[config.mk]
export PLATFORM = sky130hd
export DESIGN_NAME = rf_wb_arbiter
export DESIGN_NICKNAME = d
export VERILOG_FILES = /design/src/rtl/rf_wb_arbiter.sv
export SDC_FILE = /design/constraint.sdc
export NUM_CORES = 1
export LEC_CHECK = 0
export BUFFER_PORTS_ARGS = -buffer_cell sky130_fd_sc_hd__buf_2
export CELL_PAD_IN_SITES_DETAIL_PLACEMENT = 1
export CELL_PAD_IN_SITES_GLOBAL_PLACEMENT = 2
export CORE_AREA = 8 8 187 100
export CTS_CLUSTER_DIAMETER = 200
export DETAILED_ROUTE_END_ITERATION = 10
export DIE_AREA = 0 0 195 108
export GPL_ROUTABILITY_DRIVEN = 1
export GPL_TIMING_DRIVEN = 0
export PLACE_DENSITY = 0.84
export SETUP_SLACK_MARGIN = 0.5
export SLEW_MARGIN = 20
export SYNTH_ARGS = -nofsm -noshare
export SYNTH_HDL_FRONTEND = slang
export SYNTH_SLANG_ARGS = --single-unit
[constraint.sdc]
create_clock -name clk -period 4.6 [get_ports clk]
set_clock_uncertainty 0.15 [all_clocks]
set_input_delay 0.92 -clock clk [delete_from_list [all_inputs] [get_ports clk]]
set_output_delay 0.92 -clock clk [all_outputs]
set_load 0.05 [all_outputs]
[src/rtl/rf_wb_arbiter.sv]
// Writeback arbiter with a busy-register scoreboard: grants one writeback per cycle and tracks pending writes.
// Define RF_WB_ARB_ROUND_ROBIN_EN for round-robin arbitration; otherwise fixed priority (lowest index wins).
module rf_wb_arbiter #(
    parameter int NREQ       = 3,
    parameter int DATA_WIDTH = 32
) (
    input  logic                       clk,
    input  logic                       rst,
    input  logic [NREQ-1:0]            req_valid,
    output logic [NREQ-1:0]            req_ready,
    input  logic [5*NREQ-1:0]          req_addr,
    input  logic [DATA_WIDTH*NREQ-1:0] req_data,
    output logic                       rf_wen,
    output logic [4:0]                 rf_waddr,
    output logic [DATA_WIDTH-1:0]      rf_wdata,
    input  logic                       issue_valid,
    input  logic [4:0]                 issue_rd,
    output logic                       issue_ready,
    input  logic [4:0]                 rs1,
    input  logic [4:0]                 rs2,
    output logic                       raw_stall,
    input  logic                       flush,
    output logic [31:0]                busy
);
    // Handshake on requester i: req_valid[i] & req_ready[i] in the same cycle.
    localparam logic [NREQ-1:0] ONE = NREQ'(1);

    logic [NREQ-1:0]       cand;
    logic [NREQ-1:0]       grant;
    logic                  handshake;
    logic [4:0]            sel_addr;
    logic [DATA_WIDTH-1:0] sel_data;
    logic [31:0]           busy_next;

`ifdef RF_WB_ARB_ROUND_ROBIN_EN
    localparam int PTR_W = $clog2(NREQ);

    logic [PTR_W-1:0] ptr;
    logic [PTR_W-1:0] ptr_next;
    logic [NREQ-1:0]  upper;

    // Requesters at or above the pointer go first; wrap to the full set if none.
    always_comb begin
        upper = req_valid & ~((ONE << ptr) - ONE);
        cand  = (upper != '0) ? upper : req_valid;
    end

    always_ff @(posedge clk or posedge rst) begin
        if (rst) begin
            ptr <= '0;
        end else if (handshake) begin
            ptr <= ptr_next;
        end
    end
`else
    assign cand = req_valid;
`endif

    // Isolate the lowest set bit of the candidate set.
    assign grant     = cand & (~cand + ONE);
    assign req_ready = grant;
    assign handshake = |grant;

    always_comb begin
        sel_addr = '0;
        sel_data = '0;
`ifdef RF_WB_ARB_ROUND_ROBIN_EN
        ptr_next = ptr;
`endif
        for (int i = 0; i < NREQ; i++) begin
            if (grant[i]) begin
                sel_addr = sel_addr | req_addr[i*5 +: 5];
                sel_data = sel_data | req_data[i*DATA_WIDTH +: DATA_WIDTH];
`ifdef RF_WB_ARB_ROUND_ROBIN_EN
                ptr_next = (i == NREQ - 1) ? '0 : PTR_W'(i + 1);
`endif
            end
        end
    end

    // Writes to x0 are accepted but never reach the register file.
    always_ff @(posedge clk or posedge rst) begin
        if (rst) begin
            rf_wen   <= 1'b0;
            rf_waddr <= '0;
            rf_wdata <= '0;
        end else begin
            rf_wen <= handshake && (sel_addr != 5'd0);
            if (handshake && (sel_addr != 5'd0)) begin
                rf_waddr <= sel_addr;
                rf_wdata <= sel_data;
            end
        end
    end

    assign issue_ready = (issue_rd == 5'd0) || !busy[issue_rd];
    assign raw_stall   = ((rs1 != 5'd0) && busy[rs1]) || ((rs2 != 5'd0) && busy[rs2]);

    // Clear first so a same-cycle set wins; flush overrides both.
    always_comb begin
        busy_next = busy;
        if (rf_wen) begin
            busy_next[rf_waddr] = 1'b0;
        end
        if (issue_valid && issue_ready && (issue_rd != 5'd0)) begin
            busy_next[issue_rd] = 1'b1;
        end
        if (flush) begin
            busy_next = '0;
        end
        busy_next[0] = 1'b0;
    end

    always_ff @(posedge clk or posedge rst) begin
        if (rst) begin
            busy <= '0;
        end else begin
            busy <= busy_next;
        end
    end

endmodule
; ---- Word level (Yosys, flattened, before mapping)
; Cells that the tools add are included.
[word_totals]
output_inout_bits = 75
register_bits = 69
[classes]
n_reduce_logical = 16
bitwise_logic = 9
n_addsub = 1
n_mux = 19
n_lt_le_gt_ge = 6
[op_table]
columns = op, count
row1 = $mux W32, 6
row2 = $or A32 B32 Y32, 3
row3 = $and A32 B32 Y32, 1
row4 = $not A32 Y32, 1
row5 = $lt A5 B6 Y1 const B, 4
row6 = $reduce_bool A5 Y1, 4
row7 = $bmux W1 S5, 3
row8 = $mux W5, 3
row9 = $demux W1 S5, 2
row10 = $ge A5 B1 Y1 const B, 2
row11 = $or A5 B5 Y5, 2
row12 = $logic_and A1 B1 Y1, 7
row13 = $logic_not A5 Y1, 1
row14 = $mux W1, 5
row15 = $add A3 B1 Y3 const B, 1
row16 = $and A3 B3 Y3, 1
row17 = $not A3 Y3, 1
row18 = $reduce_or A3 Y1, 1
row19 = $logic_or A1 B1 Y1, 2
row20 = $logic_not A1 Y1, 1

; ---- Logic depth before layout (Yosys ltp)
; Gate-level depths: netlist (run 1).
[logic_depth]
word_depth = 10
depth_mapped = 8
ltp_nobuf = 5

; ---- Least setup slack after synthesis (run 1)
; No wires, ideal clock.
[synth_timing]
path_type = input -> output
from = input issue_rd[0]
to = output issue_ready
setup_slack_ns = 0.742
t_required_ns = 3.530
path_stages = 7
arrival_time_ns = 2.788
n_path_buf = 2
path_cell_list = buf_6 mux4_2 a22o_1 a2111oi_4 nand2_2 buf_6 inv_1
[synth_between]
elab_chain_len = 4
word_cells_on_any_way = 5
classes_between = mux (2) / reduce/logical (3)
[synth_lines]
columns = item, line_no
row1 = start: declaration, 17  ; input logic [4:0] issue_rd,
row2 = $bmux W1 S5, 96  ; assign issue_ready = (issue_rd == 5'd0) || !busy[issue_rd];
row3 = $mux W1 (implied by the code), 96
row4 = $logic_not A1 Y1, 96
row5 = $logic_or A1 B1 Y1 *, 96
row6 = end: declaration, 18  ; output logic issue_ready,
; Mark *: on every way between the ends. The rest lies on a longest branch, timed or not. The select of a mux whose other input is x is not followed.

; ---- Final worst setup path (run 1)
; Same ends and word-level chain as after synthesis.

==> impl_metrics.csv, run 1 <==
group,metric,value,unit
floorplanning,die_w,195,microns
clocking,cts.sinks,69,
place,place_congestion,0.8736,
finish,fin_area,0.006277,sq mm
finish,drive_gt1_frac,0.4224,
power_and_ir_drop,power.internal,0.001159,W
drt,ant_nets,0,
drt,detailroute.via_count,5035,
worst_setup_path,crit_type,"in2out",
clocking,cts_made_buffers,9,
clocking,clk_pin_slew,60,ps
power_and_ir_drop,powerDensity,284.6,mW/mm^2
worst_setup_path,path_buf_inv,4,
logic_synthesis,yosys.area.top_type,"dfrtp_1",
global_route,grt_usage,0.1971,
sta,worst_slew_pin_slew,1094,ps
logic_synthesis,syn-num-nets,634,
finish,layout_commonest_cell,"buf_2",
logic_synthesis,synth_area_per_cell,9.440,sq um
sta,finalHoldViolations,0,
floorplanning,core_area,0.01602,sq mm
drt,wl_per_cell,22.82,microns
clocking,cts-htree-levels,3,
floorplanning,die_h,108,microns
power_and_ir_drop,power_frac_seq,0.376,
logic_synthesis,synth.distinct_cells,47,
place,numPlacedInstances,907,
global_route,grt_pass1_wl,32430,microns
clocking,cts_hold_buf,0,
floorplanning,io_pins,208,
logic_synthesis,syn_inst,501,
worst_setup_path,ff2ff_setup_slack,2230,ps
run_status,status,"complete, no violations",
finish,final-instance-count-excl-fill,925,
sta,holdWs,353.0,ps
floorplanning,die_area,0.02106,sq mm
global_route,use_met3,0.05239,
worst_setup_path,crit_chain,"buf_6 > mux4_1 > and4b_1 > a2111oi_4 > nand2_2 > buf_6 > inv_1 > buf_2",
global_route,grt_max_degree,39,
finish,nets,843,
global_route,grt-busiest-layer,"met2",
clocking,cts-root-buf,"clkbuf_16",
global_route,met2_usage,0.3188,
sta,setup_viol,0,
drt,drt-initial-drc-count,270,
sta,relSlewSlack,0.2690,
finish,area_delta_synth_final,32.72,%
drt,via_per_inst,5.443,
logic_synthesis,synth_top_area_share,0.3651,
worst_setup_path,cpLargestDelayFamily,"buffers and inverters",
worst_setup_path,path_common_cell,"buf_6",
logic_synthesis,yosysSeqAreaShare,0.3651,
sta,finalMaxSlewViolations,0,
worst_hold_path,min-delay-start,"rf_wdata[18]$_DFFE_PP0P_",
worst_setup_path,worstReg2RegStart,"busy[26]$_DFF_PP0_",
power_and_ir_drop,swShare,0.3512,
floorplanning,start_util,0.2952,
logic_synthesis,async_flop_share,1.000,
worst_setup_path,r2r_end,"busy[15]$_DFF_PP0_",
place,dp_hpwl,17170,microns
drt,wl,21110,microns
worst_setup_path,crit_path_top_delay_cell,"mux4_1",
global_route,grtUsageMet1,0.2586,
place,dp_slack,406.5,ps
power_and_ir_drop,combPwrFrac,0.269,
worst_hold_path,hold_path.class,"reg2reg",
sta,max_freq,251.1,MHz
power_and_ir_drop,p_leak,2.920,nW
logic_synthesis,ys_ff_latch,69,
clocking,cts.path.max_buffers,2,
clocking,clkLatencyLatePin,330,ps
worst_hold_path,hold_path_depth,1,
finish,diodes,0,
drt,first_pass_iters,5,
power_and_ir_drop,vdd_ir_drop_max,165.6,uV
power_and_ir_drop,pwr-share-clk,0.356,
worst_hold_path,hold_end,"rf_wdata[18]$_DFFE_PP0P_",
finish,layout_common_cells,"buf_2 (201), nand2_1 (80), dfrtp_1 (69)",
finish,fill_cells,1919,
logic_synthesis,ys_warn_count,0,
logic_synthesis,synth_ff_type,"dfrtp_1",
worst_setup_path,path_max_fanout,10,
worst_setup_path,reg2reg_depth,6,
place,place.port_buffers,195,
drt,drcViolationCount,0,
worst_setup_path,cp.required,3530,ps
worst_setup_path,worst_setup_path_start_kind,"input pin",
sta,fin_ws,616.8,ps
worst_setup_path,max_stage_delay,550,ps
worst_setup_path,cp.arrival,2910,ps
flow_run,maxCapViolations,0,
power_and_ir_drop,p_switching,0.0006274,W
logic_synthesis,synth_edf_count,0,
sta,tns,0,ps
worst_setup_path,critPathCaptureType,"output pin",
sta,fin_crit_sh,0.8659,
place,placed_area,0.005991,sq mm
worst_setup_path,crit_start,"issue_rd[0]",
sta,min_period,3983,ps
global_route,antenna_found_initial,0,
sta,rsz0062_at_grt,"false",
global_route,grt_pass1_vias,5494,
logic_synthesis,synth_area_leaders,"dfrtp_1 (37%), mux2_2 (8.1%), mux4_2 (8.1%)",
clocking,cts_tree,"done",
logic_synthesis,synth_area,0.004730,sq mm
global_route,overflow,0,
floorplanning,fp-row-count,33,
==> cell families after synthesis <==
| kind of cell | share of synthesized area |
|---|---|
| flops | 0.3651 |
| other cells | 0.0007929 |
| buf+inv | 0.05000 |
| compound gates | 0.1944 |
| simple gates | 0.2034 |
| mux | 0.1862 |
==> through the flow <==
step                utilization   power, W
finish                   0.3918   0.001787
global route             0.3918   0.001858
CTS                      0.3908   0.001798
detailed placement       0.3739   0.001161
global placement         0.3725   0.001146
floorplan                     -  0.0009845
==> worst max path at each step <==
| stage | cells after the start | endpoint |
|---|---|---|
| after global placement | 8 | issue_ready |
| after CTS | 8 | issue_ready |
| final | 8 | issue_ready |
| after detailed placement | 8 | issue_ready |
| after global routing | 9 | issue_ready |
| after floorplan | 7 | issue_ready |
==> cells in the mapped netlist (2+ instances only) <==
cell / number
nor3_1: 7
nand3_1: 12
mux4_2: 17
mux4_1: 4
buf_2: 6
and3_1: 3
mux2_2: 34
clkbuf_1: 30
o21ai_2: 19
nand4_1: 2
inv_1: 7
a22oi_1: 35
buf_1: 5
o32ai_1: 2
a21oi_1: 9
nand2b_1: 3
nor2b_1: 25
nor4_1: 2
and3b_1: 2
nor3b_1: 8
buf_6: 3
dfrtp_1: 69
nand2_1: 80
a22o_1: 3
nor2_1: 11
nand3b_1: 22
buf_4: 2
o21bai_1: 4
o21ai_0: 57
==> final cells by class <==
| type | count | area [sq um] | share of cell area |
|---|---|---|---|
| flip-flops and latches | 69 | 1727 | 0.2751 |
| repair buffers | 198 | 1011 | 0.1611 |
| plain buffers | 46 | 212.7 | 0.03388 |
| clock inverters | 6 | 40.04 | 0.006378 |
| well taps | 210 | 262.8 | 0.04186 |
| multi-input cells | 379 | 2766 | 0.4407 |
| clock buffers | 10 | 229.0 | 0.03648 |
| inverters | 7 | 28.78 | 0.004584 |
==> flip-flops by register name, summed over array words and instances, names as in the netlist <==
| register | count |
|---|---|
| rf_wdata | 32 |
| rf_wen | 1 |
| rf_waddr | 5 |
| busy | 31 |
==> metal layers <==
layer  wire (microns)  up-vias
met5                0        -
li1                 -     2260
met3             1481       32
met4              453        0
met1             9426     2569
met2             9747      174
==> power by group through the flow <==
stage	Combinational, W	Sequential, W	Clock, W
after floorplan	0.000185	0.000800	0
after global placement	0.000467	0.000678	0
after detailed placement	0.000481	0.000681	0
after CTS	0.000482	0.000671	0.000645
after global routing	0.000514	0.000676	0.000668
final	0.000480	0.000671	0.000635
==> timing repair <==
action / 4_1_cts / 5_1_grt
pin swaps: 0 / 1
hold endpoints to repair: 0 / 0
setup buffers: 0 / 2
resized for setup: 1 / 2
endpoints found under the setup margin: 1 / 2
gates cloned: 0 / 0
Power figures use the tool's default switching activity.
==> run 2, diff against run 1 <==
--- a/config.mk
+++ b/config.mk
@@ -5,7 +5,7 @@
 export SDC_FILE = /design/constraint.sdc
 export NUM_CORES = 1
 export LEC_CHECK = 0
-export BUFFER_PORTS_ARGS = -buffer_cell sky130_fd_sc_hd__buf_2
+export BUFFER_PORTS_ARGS = -buffer_cell sky130_fd_sc_hd__buf_4
 export CELL_PAD_IN_SITES_DETAIL_PLACEMENT = 1
 export CELL_PAD_IN_SITES_GLOBAL_PLACEMENT = 2
 export CORE_AREA = 8 8 187 100
==> run 2 against run 1 <==
  * Routed wire length grew 1.6%
  * Register-to-register slack gained 60 ps
  * First-iteration DRC count grew 4.8%
  * Total power grew 10%
  * Sequential share of layout area shrank 2.2 points
  * Worst hold slack gained 5.3 ps
  * Non-clock buffer count shrank 1
  * Clock power grew 20%
  * Die area is the same
  * Worst setup slack gained 56 ps
==> impl_metrics.csv, run 2 (same netlist as run 1, synthesis figures left out) <==
group,metric,value,unit
run_status,status,"complete, no violations",
finish,layout_common_cells,"buf_4 (198), nand2_1 (80), dfrtp_1 (69)",
clocking,cts.path.max_buffers,2,
sta,max_freq,254.7,MHz
drt,drt-initial-drc-count,283,
floorplanning,die_area,0.02106,sq mm
worst_setup_path,ff2ff_setup_slack,2290,ps
worst_hold_path,hold_path.class,"reg2reg",
power_and_ir_drop,p_leak,3.076,nW
worst_setup_path,max_stage_delay,610,ps
finish,fill_cells,1885,
power_and_ir_drop,powerDensity,288.7,mW/mm^2
place,dp_slack,459.7,ps
floorplanning,io_pins,208,
sta,worst_slew_pin_slew,1092,ps
drt,drcViolationCount,0,
drt,first_pass_iters,5,
finish,area_delta_synth_final,43.99,%
drt,ant_nets,0,
floorplanning,core_area,0.01602,sq mm
flow_run,maxCapViolations,0,
sta,relSlewSlack,0.2665,
global_route,grt_max_degree,41,
finish,layout_commonest_cell,"buf_4",
global_route,grt_pass1_wl,32650,microns
worst_setup_path,crit_chain,"buf_2 > mux4_2 > or4b_2 > o21ai_0 > nor4_1 > a22o_1 > buf_4",
drt,via_per_inst,5.360,
sta,fin_crit_sh,0.8536,
clocking,clk_pin_slew,60,ps
worst_setup_path,cp.required,3530,ps
clocking,cts-root-buf,"clkbuf_16",
finish,fin_area,0.006810,sq mm
worst_setup_path,path_max_fanout,8,
finish,multi_input_area,0.002766,sq mm
global_route,antenna_found_initial,0,
worst_setup_path,cp.arrival,2860,ps
floorplanning,die_w,195,microns
finish,top_register,"rf_wdata",
global_route,grt_pass1_vias,5322,
clocking,cts-htree-levels,3,
clocking,cts.sinks,69,
sta,finalMaxSlewViolations,0,
power_and_ir_drop,power,0.001966,W
worst_setup_path,crit_type,"in2out",
finish,seqCellArea,0.001727,sq mm
finish,nets,842,
sta,setup_viol,0,
place,place_congestion,0.8728,
place,place.port_buffers,195,
sta,tns,0,ps
sta,finalHoldViolations,0,
sta,min_period,3927,ps
clocking,cts_made_buffers,9,
place,placed_area,0.006479,sq mm
floorplanning,die_h,108,microns
place,dp_hpwl,17610,microns
power_and_ir_drop,vdd_ir_drop_max,188.5,uV
finish,reg_top3,"rf_wdata x32, busy x31, rf_waddr x5",
sta,fin_ws,673.3,ps
clocking,cts_tree,"done",
finish,drive_gt1_frac,0.4216,
drt,wl_per_cell,23.21,microns
clocking,clkLatencyLatePin,340,ps
worst_setup_path,crit_path_top_delay_cell,"or4b_2",
floorplanning,start_util,0.2952,
sta,rsz0062_at_grt,"false",
finish,largest_reg_flops,32,
floorplanning,fp-row-count,33,
worst_setup_path,worst_setup_path_start_kind,"input pin",
finish,diodes,0,
finish,utilization,0.4251,
global_route,grt_usage,0.2015,
worst_setup_path,critPathCaptureType,"output pin",
global_route,overflow,0,
drt,detailroute.via_count,4953,
drt,wl,21450,microns
## run 2: power breakdown
group | switching [W] | total [W] | internal, W | leakage (nW)
clock network | 0.000285 | 0.000762 | 0.000478 | 0.152
registers | 0.0000300 | 0.000672 | 0.000642 | 0.892
logic | 0.000327 | 0.000532 | 0.000205 | 2.03
total | 0.000642 | 0.00197 | 0.00132 | 3.08
## run 2: metrics by stage
step	instances	hold slack, ps
final	924	358.3
after global routing	924	376.8
after CTS	923	361.0
after detailed placement	907	347.5
after global placement	906	345.6
after floorplan	501	659.5
## run 2: final timing paths
| kind | start | to | cells after the start |
|---|---|---|---|
| max reg2reg | busy[26]$_DFF_PP0_ | busy[6]$_DFF_PP0_ | 6 |
| min reg2reg | rf_wdata[28]$_DFFE_PP0P_ | rf_wdata[28]$_DFFE_PP0P_ | 1 |
| min | rf_wdata[28]$_DFFE_PP0P_ | rf_wdata[28]$_DFFE_PP0P_ | 1 |
| min in group asynchronous | rst | busy[19]$_DFF_PP0_ | 2 |
| max | rs2[0] | raw_stall | 7 |
| max in group asynchronous | rst | rf_wen$_DFF_PP0_ | 3 |
## run 2: final cells by class
cell class                 instances  share of cell area
clock inverter                     7             0.01433
clock buffer                       9             0.03307
buffer                            46             0.03105
inverter                           7            0.004226
timing repair buffer             197              0.2190
sequential                        69              0.2535
multi-input combinational        379              0.4062
tap                              210             0.03858
## run 2: per-layer routing
metal | global-route usage | part of all wire
met4 | 0.04788 | 0.010
met1 | 0.2691 | 0.45
met2 | 0.3230 | 0.46
met5 | 0 | 0
met3 | 0.05611 | 0.076
## run 2: timing repair
item,in CTS,in global routing
setup endpoints to repair,1,1
pin swaps,0,1
resized for setup,1,0
hold buffers,0,0
buffers inserted,0,1
## run 2: worst max-delay path: cells and delay by family
family	cells	cell delay, ps
mux	1	520
compound gates	2	320
buf+inv	2	400
simple gates	2	690
==> run 3, diff against run 2 <==
--- a/config.mk
+++ b/config.mk
@@ -5,16 +5,17 @@
 export SDC_FILE = /design/constraint.sdc
 export NUM_CORES = 1
 export LEC_CHECK = 0
+export ABC_AREA = 1
 export BUFFER_PORTS_ARGS = -buffer_cell sky130_fd_sc_hd__buf_4
 export CELL_PAD_IN_SITES_DETAIL_PLACEMENT = 1
 export CELL_PAD_IN_SITES_GLOBAL_PLACEMENT = 2
-export CORE_AREA = 8 8 187 100
+export CORE_AREA = 8 8 227 120
 export CTS_CLUSTER_DIAMETER = 200
 export DETAILED_ROUTE_END_ITERATION = 10
-export DIE_AREA = 0 0 195 108
+export DIE_AREA = 0 0 235 128
 export GPL_ROUTABILITY_DRIVEN = 1
 export GPL_TIMING_DRIVEN = 0
-export PLACE_DENSITY = 0.84
+export PLACE_DENSITY = 0.73
 export SETUP_SLACK_MARGIN = 0.5
 export SLEW_MARGIN = 20
 export SYNTH_ARGS = -nofsm -noshare
==> constraint.sdc (replaced) <==
create_clock -name clk -period 3.5 [get_ports clk]
set_clock_uncertainty 0.15 [all_clocks]
set_input_delay 0.7 -clock clk [delete_from_list [all_inputs] [get_ports clk]]
set_output_delay 0.7 -clock clk [all_outputs]
set_load 0.05 [all_outputs]
==> run 3 against run 2 <==
  * Critical path depth is 1 lower
  * Combinational power rose to 2.5 times the previous value
  * Synthesized cell count increased by 69%
  * Clock power increased by 31%
  * Cell area up 10%
  * Sequential power increased by 50%
  * Non-clock buffer count increased by 10
  * Register-to-register slack got worse by 1200 ps
  * Critical path type unchanged
  * Largest cell class unchanged
  * Largest power group is now combinational cells
==> impl_metrics.csv, run 3 <==
group,metric,value,unit
run_status,status,"complete, no violations",
floorplanning,die_w,235,microns
finish,layout_commonest_cell,"nand2_1",
drt,drcViolationCount,0,
sta,relSlewSlack,0.3020,
sta,setup_viol,0,
drt,wl_per_cell,20.88,microns
clocking,post_cts_buffers,0,
drt,ant_nets,0,
floorplanning,die_h,128,microns
drt,drt-initial-drc-count,456,
finish,utilization,0.3086,
logic_synthesis,yosys.area.top_type,"dfrtp_1",
worst_setup_path,crit_type,"in2out",
logic_synthesis,synth.distinct_cells,29,
global_route,grt_pass1_vias,6706,
worst_hold_path,hold_path.class,"in2async",
sta,rsz0062_at_grt,"false",
worst_setup_path,crit_start,"issue_rd[3]",
sta,finalHoldViolations,0,
drt,first_pass_iters,6,
global_route,grt_max_degree,47,
sta,min_period,2927,ps
global_route,grt_pass1_wl,44420,microns
place,place_congestion,0.9051,
logic_synthesis,synth_area,0.005202,sq mm
global_route,grt_usage,0.1935,
worst_setup_path,reg2reg_depth,7,
flow_run,maxCapViolations,0,
logic_synthesis,synth_top_area_share,0.3319,
logic_synthesis,synthTopCellsByCount,"nand2_1 (260), nor2_1 (130), a21oi_1 (88), inv_1 (84), dfrtp_1 (69)",
worst_setup_path,r2r_end,"busy[11]$_DFF_PP0_",
finish,largest_reg_flops,32,
worst_setup_path,cp.required,2650,ps
worst_setup_path,cp.arrival,2080,ps
finish,reg_top3,"rf_wdata x32, busy x31, rf_waddr x5",
global_route,overflow,0,
drt,detailroute.via_count,6572,
drt,wl,29100,microns
power_and_ir_drop,powerDensity,445.8,mW/mm^2
logic_synthesis,syn-num-nets,982,
logic_synthesis,synth_area_leaders,"dfrtp_1 (33%), nand2_1 (19%), nor2_1 (9.4%)",
logic_synthesis,ys_ff_latch,69,
logic_synthesis,synth_area_per_cell,6.128,sq um
floorplanning,die_area,0.03008,sq mm
worst_setup_path,path_max_fanout,7,
power_and_ir_drop,power,0.003352,W
finish,nets,1200,
finish,area_delta_synth_final,44.54,%
sta,max_freq,341.7,MHz
logic_synthesis,ys_warn_count,0,
global_route,met2_usage,0.2727,
worst_setup_path,critPathCaptureType,"output pin",
clocking,cts.sinks,69,
logic_synthesis,synth_ff_type,"dfrtp_1",
place,place.port_buffers,205,
sta,finalMaxSlewViolations,0,
global_route,grt-busiest-layer,"met1",
worst_setup_path,worstReg2RegStart,"rf_waddr[0]$_DFFE_PP0P_",
floorplanning,fp-row-count,41,
clocking,clkLatencyLatePin,350,ps
worst_setup_path,worst_setup_path_start_kind,"input pin",
finish,layout_common_cells,"nand2_1 (260), buf_4 (208), nor2_1 (130)",
power_and_ir_drop,vdd_ir_drop_max,180.7,uV
drt,via_per_inst,4.714,
finish,fill_cells,3108,
logic_synthesis,yosysSeqAreaShare,0.3319,
floorplanning,io_pins,208,
worst_setup_path,endpoint,"issue_ready",
logic_synthesis,syn_inst,849,
clocking,clk_pin_slew,70,ps
clocking,cts.path.max_buffers,2,
sta,worst_slew_pin_slew,1041,ps
finish,diodes,0,
global_route,antenna_found_initial,0,
clocking,cts-root-buf,"clkbuf_16",
global_route,use_met3,0.05343,
sta,fin_crit_sh,0.8362,
logic_synthesis,yosysMostFrequentCell,"nand2_1",
clocking,cts-htree-levels,3,
clocking,cts_made_buffers,9,
floorplanning,start_util,0.2135,
finish,drive_gt1_frac,0.2547,
logic_synthesis,async_flop_share,1.000,
global_route,grtUsageMet1,0.2906,
finish,top_register,"rf_wdata",
power_and_ir_drop,p_leak,3.811,nW
logic_synthesis,synth_edf_count,0,
worst_setup_path,ff2ff_setup_slack,1070,ps
clocking,cts_tree,"done",
floorplanning,core_area,0.02437,sq mm
place,dp_hpwl,23630,microns
run 3: per-stage QoR:
stage | TNS (ps) | setup WS, ps | hold WS (ps) | std cells | instance area (sq um)
3_3_place_gp | -26970 | -398.7 | 360.6 | 1376 | 7159
2_1_floorplan | 0 | 690.5 | 615.5 | 849 | 5218
3_5_place_dp | 0 | 402.0 | 375.3 | 1378 | 7202
4_1_cts | 0 | 502.6 | 174.2 | 1394 | 7515
6_report | 0 | 573.2 | 174.2 | 1394 | 7520
5_1_grt | 0 | 513.2 | 189.0 | 1394 | 7520
run 3: cells by family (layout without fill, tap and decap cells):
group | count (synthesis) | after routing | synth area share
and+or+nand+nor | 500 | 500 | 0.4120
buffers and inverters | 141 | 364 | 0.1152
AOI/OAI and AO/OA | 138 | 138 | 0.1402
DFF | 69 | 69 | 0.3319
other | 1 | 1 | 0.0007208
run 3: what timing repair did:
| item | in CTS | in global routing |
|---|---|---|
| setup endpoints to repair | 1 | 1 |
| resized for setup | 2 | 9 |
| hold buffers | 0 | 0 |
| cloned | 0 | 0 |
| hold endpoints to repair | 0 | 0 |
run 3: power breakdown:
group	switching [W]	total, W	internal (W)
Combinational	0.000913	0.00134	0.000431
Sequential	0.000119	0.00101	0.000891
Clock	0.000420	0.000998	0.000577
run 3: how the worst min path moves through the flow:
| stage | from | to | cells after the start |
|---|---|---|---|
| floorplan | flush | busy[31]$_DFF_PP0_ | 1 |
| global placement | rf_wdata[26]$_DFFE_PP0P_ | rf_wdata[26]$_DFFE_PP0P_ | 2 |
| detailed placement | rf_wdata[2]$_DFFE_PP0P_ | rf_wdata[2]$_DFFE_PP0P_ | 2 |
| CTS | rst | rf_wdata[20]$_DFFE_PP0P_ | 2 |
| global route | rst | rf_wdata[21]$_DFFE_PP0P_ | 2 |
| finish | rst | rf_wdata[20]$_DFFE_PP0P_ | 2 |
run 3: final cells by class:
type	instances	area (sq um)	area share
Buffer	46	250.2	0.03328
Inverter	95	359.1	0.04775
Tap cell	322	402.9	0.05358
Sequential cell	69	1727	0.2296
Multi-Input combinational cell	639	2897	0.3852
Clock inverter	6	71.32	0.009484
Timing Repair Buffer	207	1574	0.2093
Clock buffer	10	239.0	0.03178
run 3: worst max-delay path: stages:
cell and delay [ps]:
buf_4 140, nor3_1 650, nand2_1 160, nand2_2 160, nor4_4 70, buf_4 190
run 3: routing by layer:
| layer | vias up | part of all wire | routed length, microns |
|---|---|---|---|
| met5 | - | 0 | 0 |
| met4 | 0 | 0.0084 | 244 |
| met3 | 17 | 0.073 | 2114 |
| met2 | 202 | 0.40 | 11760 |
| met1 | 3192 | 0.51 | 14980 |
| li1 | 3161 | - | - |
